[config.mk]
export PLATFORM = sky130hd
export DESIGN_NAME = regfile_scan_ctrl
export DESIGN_NICKNAME = d
export VERILOG_FILES = /design/src/rtl/regfile_scan_ctrl.sv
export SDC_FILE = /design/constraint.sdc
export NUM_CORES = 1
export LEC_CHECK = 0
export CORE_ASPECT_RATIO = 0.9
export CORE_MARGIN = 1
export CORE_UTILIZATION = 25
export CTS_BUF_LIST = sky130_fd_sc_hd__clkbuf_4 sky130_fd_sc_hd__clkbuf_8
export CTS_CLUSTER_SIZE = 28
export DETAILED_ROUTE_END_ITERATION = 16
export GPL_TIMING_DRIVEN = 0
export PLACE_DENSITY = 0.54
export SETUP_SLACK_MARGIN = 0.5
export SKIP_CTS_REPAIR_TIMING = 1
export SYNTH_ARGS = -nofsm -noshare
export SYNTH_HDL_FRONTEND = slang
export SYNTH_SLANG_ARGS = --single-unit
[constraint.sdc]
create_clock -name clk -period 3.95 [get_ports clk]
set_input_delay 0.79 -clock clk [delete_from_list [all_inputs] [get_ports clk]]
set_output_delay 0.79 -clock clk [all_outputs]
set_load 0.005 [all_outputs]
[src/rtl/regfile_scan_ctrl.sv]
// Sequencer that dumps (reads and streams) or fills (writes a constant into) a register-file
// address range through the register file's external read and write ports.
module regfile_scan_ctrl #(
    parameter int unsigned ADDR_W   = 6,
    parameter int unsigned DATA_W   = 32,
    parameter int unsigned NUM_REGS = 32
) (
    input  logic              clk,
    input  logic              rst_n,
    input  logic              start,
    input  logic              mode,
    input  logic [ADDR_W-1:0] addr_lo,
    input  logic [ADDR_W-1:0] addr_hi,
    input  logic [DATA_W-1:0] fill_val,
    input  logic              abort,
    output logic              busy,
    output logic              done,
    output logic [ADDR_W-1:0] rf_raddr,
    input  logic [DATA_W-1:0] rf_rdata,
    output logic [ADDR_W-1:0] rf_waddr,
    output logic [DATA_W-1:0] rf_wdata,
    output logic              rf_wr,
    output logic              out_valid,
    input  logic              out_ready,
    output logic [ADDR_W-1:0] out_addr,
    output logic [DATA_W-1:0] out_data
);

    // One extra counter bit so the last implemented address never wraps
    localparam int unsigned CNT_W = ADDR_W + 1;
    localparam logic [CNT_W-1:0] MAX_ADDR = CNT_W'(NUM_REGS - 1);

    typedef enum logic [2:0] {
        IDLE,
        RD_ADDR,
        RD_WAIT,
        OUT,
        WR,
        DONE
    } state_t;

    state_t              state, state_d;
    logic [CNT_W-1:0]    cur, cur_d;
    logic [CNT_W-1:0]    hi_q, hi_d;
    logic [CNT_W-1:0]    lo_c, hi_c;
    logic [DATA_W-1:0]   fill_q, fill_d;

    // Clamp requested range to implemented registers
    always_comb begin
        lo_c = (CNT_W'(addr_lo) > MAX_ADDR) ? MAX_ADDR : CNT_W'(addr_lo);
        hi_c = (CNT_W'(addr_hi) > MAX_ADDR) ? MAX_ADDR : CNT_W'(addr_hi);
    end

    always_ff @(posedge clk or negedge rst_n) begin
        if (!rst_n) state <= IDLE;
        else        state <= state_d;
    end

    // Next state and next range/fill bookkeeping
    always_comb begin
        state_d = state;
        cur_d   = cur;
        hi_d    = hi_q;
        fill_d  = fill_q;
        case (state)
            IDLE: begin
                if (start) begin
                    cur_d  = lo_c;
                    hi_d   = hi_c;
                    fill_d = fill_val;
                    if (lo_c > hi_c) state_d = DONE;
                    else if (mode)   state_d = WR;
                    else             state_d = RD_ADDR;
                end
            end
            RD_ADDR: state_d = RD_WAIT;
            RD_WAIT: state_d = OUT;
            OUT: begin
                if (out_ready) begin
                    if (cur == hi_q) begin
                        state_d = DONE;
                    end else begin
                        cur_d   = cur + CNT_W'(1);
                        state_d = RD_ADDR;
                    end
                end
            end
            WR: begin
                if (cur == hi_q) begin
                    state_d = DONE;
                end else begin
                    cur_d   = cur + CNT_W'(1);
                end
            end
            DONE:    state_d = IDLE;
            default: state_d = IDLE;
        endcase
        if (abort && state != IDLE) state_d = IDLE;
    end

    // Registered outputs derived from the upcoming state
    always_ff @(posedge clk or negedge rst_n) begin
        if (!rst_n) begin
            cur       <= '0;
            hi_q      <= '0;
            fill_q    <= '0;
            busy      <= 1'b0;
            done      <= 1'b0;
            rf_raddr  <= '0;
            rf_waddr  <= '0;
            rf_wdata  <= '0;
            rf_wr     <= 1'b0;
            out_valid <= 1'b0;
            out_addr  <= '0;
            out_data  <= '0;
        end else begin
            cur       <= cur_d;
            hi_q      <= hi_d;
            fill_q    <= fill_d;
            busy      <= (state_d != IDLE);
            done      <= (state_d == DONE);
            rf_wr     <= (state_d == WR);
            out_valid <= (state_d == OUT);
            if (state_d == WR) begin
                rf_waddr <= cur_d[ADDR_W-1:0];
                rf_wdata <= fill_d;
            end
            if (state_d == RD_ADDR) rf_raddr <= cur_d[ADDR_W-1:0];
            if (state == RD_WAIT && state_d == OUT) begin
                out_data <= rf_rdata;
                out_addr <= cur[ADDR_W-1:0];
            end
        end
    end

endmodule

==> metrics.txt <==
# TYPE chip_impl_metric gauge
chip_impl_metric{name="drive_above_1_share",unit=""} 0.290
chip_impl_metric{name="track_usage",unit=""} 0.123
chip_impl_info{name="final_common_cell",value="sky130_fd_sc_hd__clkdlybuf4s50_1"} 1
chip_impl_metric{name="post_synth_instance_area",unit="µm²"} 5590
chip_impl_metric{name="number_of_standard_cell_rows_in_the_floorplan",unit=""} 51
chip_impl_metric{name="initial_utilization",unit=""} 0.257
chip_impl_metric{name="path_max_fanout",unit=""} 10
chip_impl_metric{name="cts_buffers",unit=""} 17
chip_impl_info{name="synth.top_cells.by_area",value="sky130_fd_sc_hd__dfrtp_1 60%, sky130_fd_sc_hd__mux2_2 19%, sky130_fd_sc_hd__mux2_4 3.0%, sky130_fd_sc_hd__mux2_1 2.0%, sky130_fd_sc_hd__ha_1 1.6%"} 1
chip_impl_metric{name="crit_path_max_incr_delay",unit="ns"} 0.42
chip_impl_metric{name="gp_routability_congestion",unit=""} 0.765
chip_impl_info{name="netlist.top_cell.by_area",value="sky130_fd_sc_hd__dfrtp_1"} 1
chip_impl_metric{name="timing.final.crit_period",unit="ns"} 3.31
chip_impl_metric{name="placement.io_buffers",unit=""} 167
chip_impl_info{name="crit_slowest_cell",value="sky130_fd_sc_hd__o32a_1"} 1
chip_impl_metric{name="peakVddDrop",unit="µV"} 421
chip_impl_metric{name="grt_pass1_wl",unit="mm"} 21.4
chip_impl_metric{name="dieHeight",unit="µm"} 144
chip_impl_metric{name="ios",unit=""} 168
chip_impl_metric{name="p_leak",unit="nW"} 3.38
chip_impl_metric{name="max_clock_freq",unit="MHz"} 302
chip_impl_metric{name="drv.max_cap_violation_count",unit=""} 0
chip_impl_metric{name="grt_max_degree",unit=""} 101
chip_impl_metric{name="route.final.wire_length",unit="mm"} 13.4
chip_impl_metric{name="clock_skew",unit="ns"} 0.0103
chip_impl_metric{name="detailed_place_hpwl",unit="mm"} 9.67
chip_impl_metric{name="detailedRoute.firstIterationViolations",unit=""} 114
chip_impl_info{name="tritoncts_clock_tree",value="done"} 1
chip_impl_metric{name="viasPerCell",unit=""} 4.25
chip_impl_metric{name="number_of_nets_produced_by_synthesis",unit=""} 472
chip_impl_metric{name="timing.critical_path.required",unit="ns"} 4.26
chip_impl_metric{name="diodes",unit=""} 0
chip_impl_metric{name="worst-endpoint-arrival",unit="ns"} 3.63
chip_impl_metric{name="ant_nets",unit=""} 0
chip_impl_metric{name="area_overhead_vs_synth",unit="%"} 45.4
chip_impl_metric{name="timing.setup.tns",unit="ns"} 0
chip_impl_info{name="cp_endpoint_kind",value="flip-flop"} 1
chip_impl_info{name="rsz_0062_raised_after_global_routing",value="no"} 1
chip_impl_metric{name="antenna_violations_before_repair",unit=""} 0
chip_impl_metric{name="hold_viol_final",unit=""} 0
chip_impl_info{name="worst_hold_path_type",value="primary input to async pin"} 1
chip_impl_metric{name="transition_at_the_pin_with_the_smallest_max_transition_slack",unit="ns"} 0.927
chip_impl_metric{name="number_of_global_route_vias_before_repair",unit=""} 3955
chip_impl_metric{name="clock-sinks",unit=""} 134
chip_impl_metric{name="clk_pin_slew_worst_paths",unit="ns"} 0.07
chip_impl_metric{name="report.power.total",unit="mW"} 6.66
chip_impl_metric{name="post_synth_inst_count",unit=""} 383
chip_impl_info{name="cp_common_cell",value="sky130_fd_sc_hd__a21oi_1"} 1
chip_impl_metric{name="worst_slew_margin_rel",unit=""} 0.374
chip_impl_metric{name="ys_seq_area_frac",unit=""} 0.600
chip_impl_info{name="startpoint",value="addr_lo[2]"} 1
chip_impl_metric{name="yosys_register_bits",unit=""} 134
chip_impl_info{name="result_of_the_run",value="complete, no violations"} 1
chip_impl_info{name="origin_of_the_critical_flop_to_flop_path",value="state[0]$_DFF_PN0_"} 1
chip_impl_metric{name="yosys.cell_types.count",unit=""} 53
chip_impl_metric{name="final.period_utilization",unit=""} 0.839
chip_impl_metric{name="report.final.setup_viol",unit=""} 0
chip_impl_info{name="worstSetupPathType",value="primary input to flip-flop"} 1
chip_impl_metric{name="design.die.area",unit="µm²"} 23000
chip_impl_metric{name="htree_num_levels",unit=""} 4
chip_impl_metric{name="detailedRoute.firstPassIterationCount",unit=""} 4
chip_impl_info{name="final_cell_mix",value="165 x sky130_fd_sc_hd__clkdlybuf4s50_1, 134 x sky130_fd_sc_hd__dfrtp_1, 94 x sky130_fd_sc_hd__mux2_2"} 1
chip_impl_metric{name="area_share_of_the_leading_cell_type_in_the_synthesized_netlist",unit=""} 0.600
chip_impl_metric{name="fp.dieW",unit="µm"} 160
chip_impl_info{name="worstSetupStartpointType",value="primary input"} 1
chip_impl_metric{name="core_area",unit="µm²"} 21800
chip_impl_info{name="crit_chain",value="clkdlybuf4s50_1 -> or2_2 -> ha_1 -> a21oi_1 -> a21oi_1 -> o32a_1 -> o21ai_2 -> nand2_2 -> nor3_4 -> buf_6 -> buf_8 -> mux2_4"} 1
chip_impl_metric{name="total_global_routing_overflow",unit=""} 0
chip_impl_info{name="root_buffer",value="sky130_fd_sc_hd__clkbuf_8"} 1
chip_impl_metric{name="route.detailed.wl_per_inst",unit="µm"} 15.3
chip_impl_metric{name="latest_clock_arrival_within_the_worst_skew_pair",unit="ns"} 0.43
chip_impl_metric{name="synthesis.area_per_instance",unit="µm²"} 14.6
chip_impl_metric{name="power.density_cell_area",unit="nW/µm²"} 819
chip_impl_metric{name="max-clock-path-buffers",unit=""} 2
chip_impl_metric{name="detailroute.via_count",unit=""} 3727
chip_impl_metric{name="final_nets",unit=""} 662
chip_impl_metric{name="count_of_warnings_emitted_by_yosys",unit=""} 0
chip_impl_metric{name="detail_route.drc_violations",unit=""} 0
chip_impl_metric{name="maxSlewViolCount",unit=""} 0
-- metrics by stage --
step	worst slack (ns)	std cells	hold WS, ns	utilization	instance area (µm²)
global placement	-3.18	841	0.472	0.351	7630
finish	0.638	877	0.245	0.374	8130
floorplan	0.828	383	0.468	-	5590
detailed placement	-0.0270	842	0.480	0.352	7660
global route	0.534	877	0.223	0.374	8130
CTS	0.460	874	0.211	0.372	8090
-- power by group --
group          leakage (nW)  switching (mW)  internal, mW
Clock                 0.215           0.549         0.693
Sequential             1.61           0.332          2.05
Combinational          1.56            1.15          1.89
-- per-layer routing --
metal  vias to the layer above  share of wire  track usage
li1                       1743              -            -
met1                      1863           0.43        0.149
met2                       114           0.48        0.191
met3                         7          0.081       0.0563
met4                         0         0.0095       0.0471
met5                         -              0            0
-- flip-flops by register name, summed over array words and instances, names as in the netlist, 3 cells and up --
register,cells
cur,7
state,3
rf_waddr,6
rf_wdata,32
out_data,32
fill_q,32
hi_q,6
out_addr,6
rf_raddr,6
-- cells by family after synthesis --
kind of cell	after synthesis	share of synthesized area
AND/OR/NAND/NOR	59	0.0602
adder cells (fa/ha/maj)	8	0.0175
buffers and inverters	24	0.0289
multiplexers	115	0.239
other	2	0.00134
XOR/XNOR	7	0.0110
AO/OA/AOI/OAI	34	0.0425
flip-flops	134	0.600
-- worst paths after layout --
kind                                      endpoint  slack (ns)  depth (start not counted)
max                        rf_waddr[4]$_DFFE_PN0N_        0.64                         12
min                            hi_q[2]$_DFFE_PN0P_        0.25                          1
max reg2reg                rf_waddr[4]$_DFFE_PN0N_        1.45                          9
min reg2reg                rf_wdata[0]$_DFFE_PN0N_        0.50                          1
max in group asynchronous  rf_wdata[9]$_DFFE_PN0N_        2.92                          2
min in group clk           rf_wdata[0]$_DFFE_PN0N_        0.50                          1
-- critical path: cells and delay by family --
family,cells,cell delay (ns)
AO/OA/AOI/OAI,4,0.87
adder cells (fa/ha/maj),1,0.32
buffers and inverters,3,0.70
multiplexers,1,0.30
AND/OR/NAND/NOR,3,0.63
-- final cells by class --
| cell class | instances | area, µm² |
|---|---|---|
| plain buffers | 18 | 139 |
| inverters | 6 | 22.5 |
| clock inverters | 11 | 145 |
| repair buffers | 171 | 1740 |
| well taps | 291 | 364 |
| clock buffers | 21 | 289 |
| flip-flops and latches | 134 | 3350 |
| multi-input cells | 225 | 2080 |
| fillers | 2095 | 13600 |
-- synth_stat cells (all sizes together) --
master	count
inv	6
a22oi	1
o211a	1
and3	1
nand4	5
nor4	1
o311ai	1
mux2	115
o21ai	10
a32oi	2
o31ai	1
o21a	1
nor2	14
a41oi	1
nand3b	2
a221o	1
xnor2	3
buf	15
clkbuf	3
nor2b	7
a31oi	1
o32a	1
ha	7
or3	2
nand2b	1
conb	2
nand3	5
xor2	4
a21o	1
or2	6
nor3	4
o211ai	1
o22ai	1
dfrtp	134
a21oi	10
nand2	11
maj3	1
No activity file was read; power rests on OpenSTA's default activity.
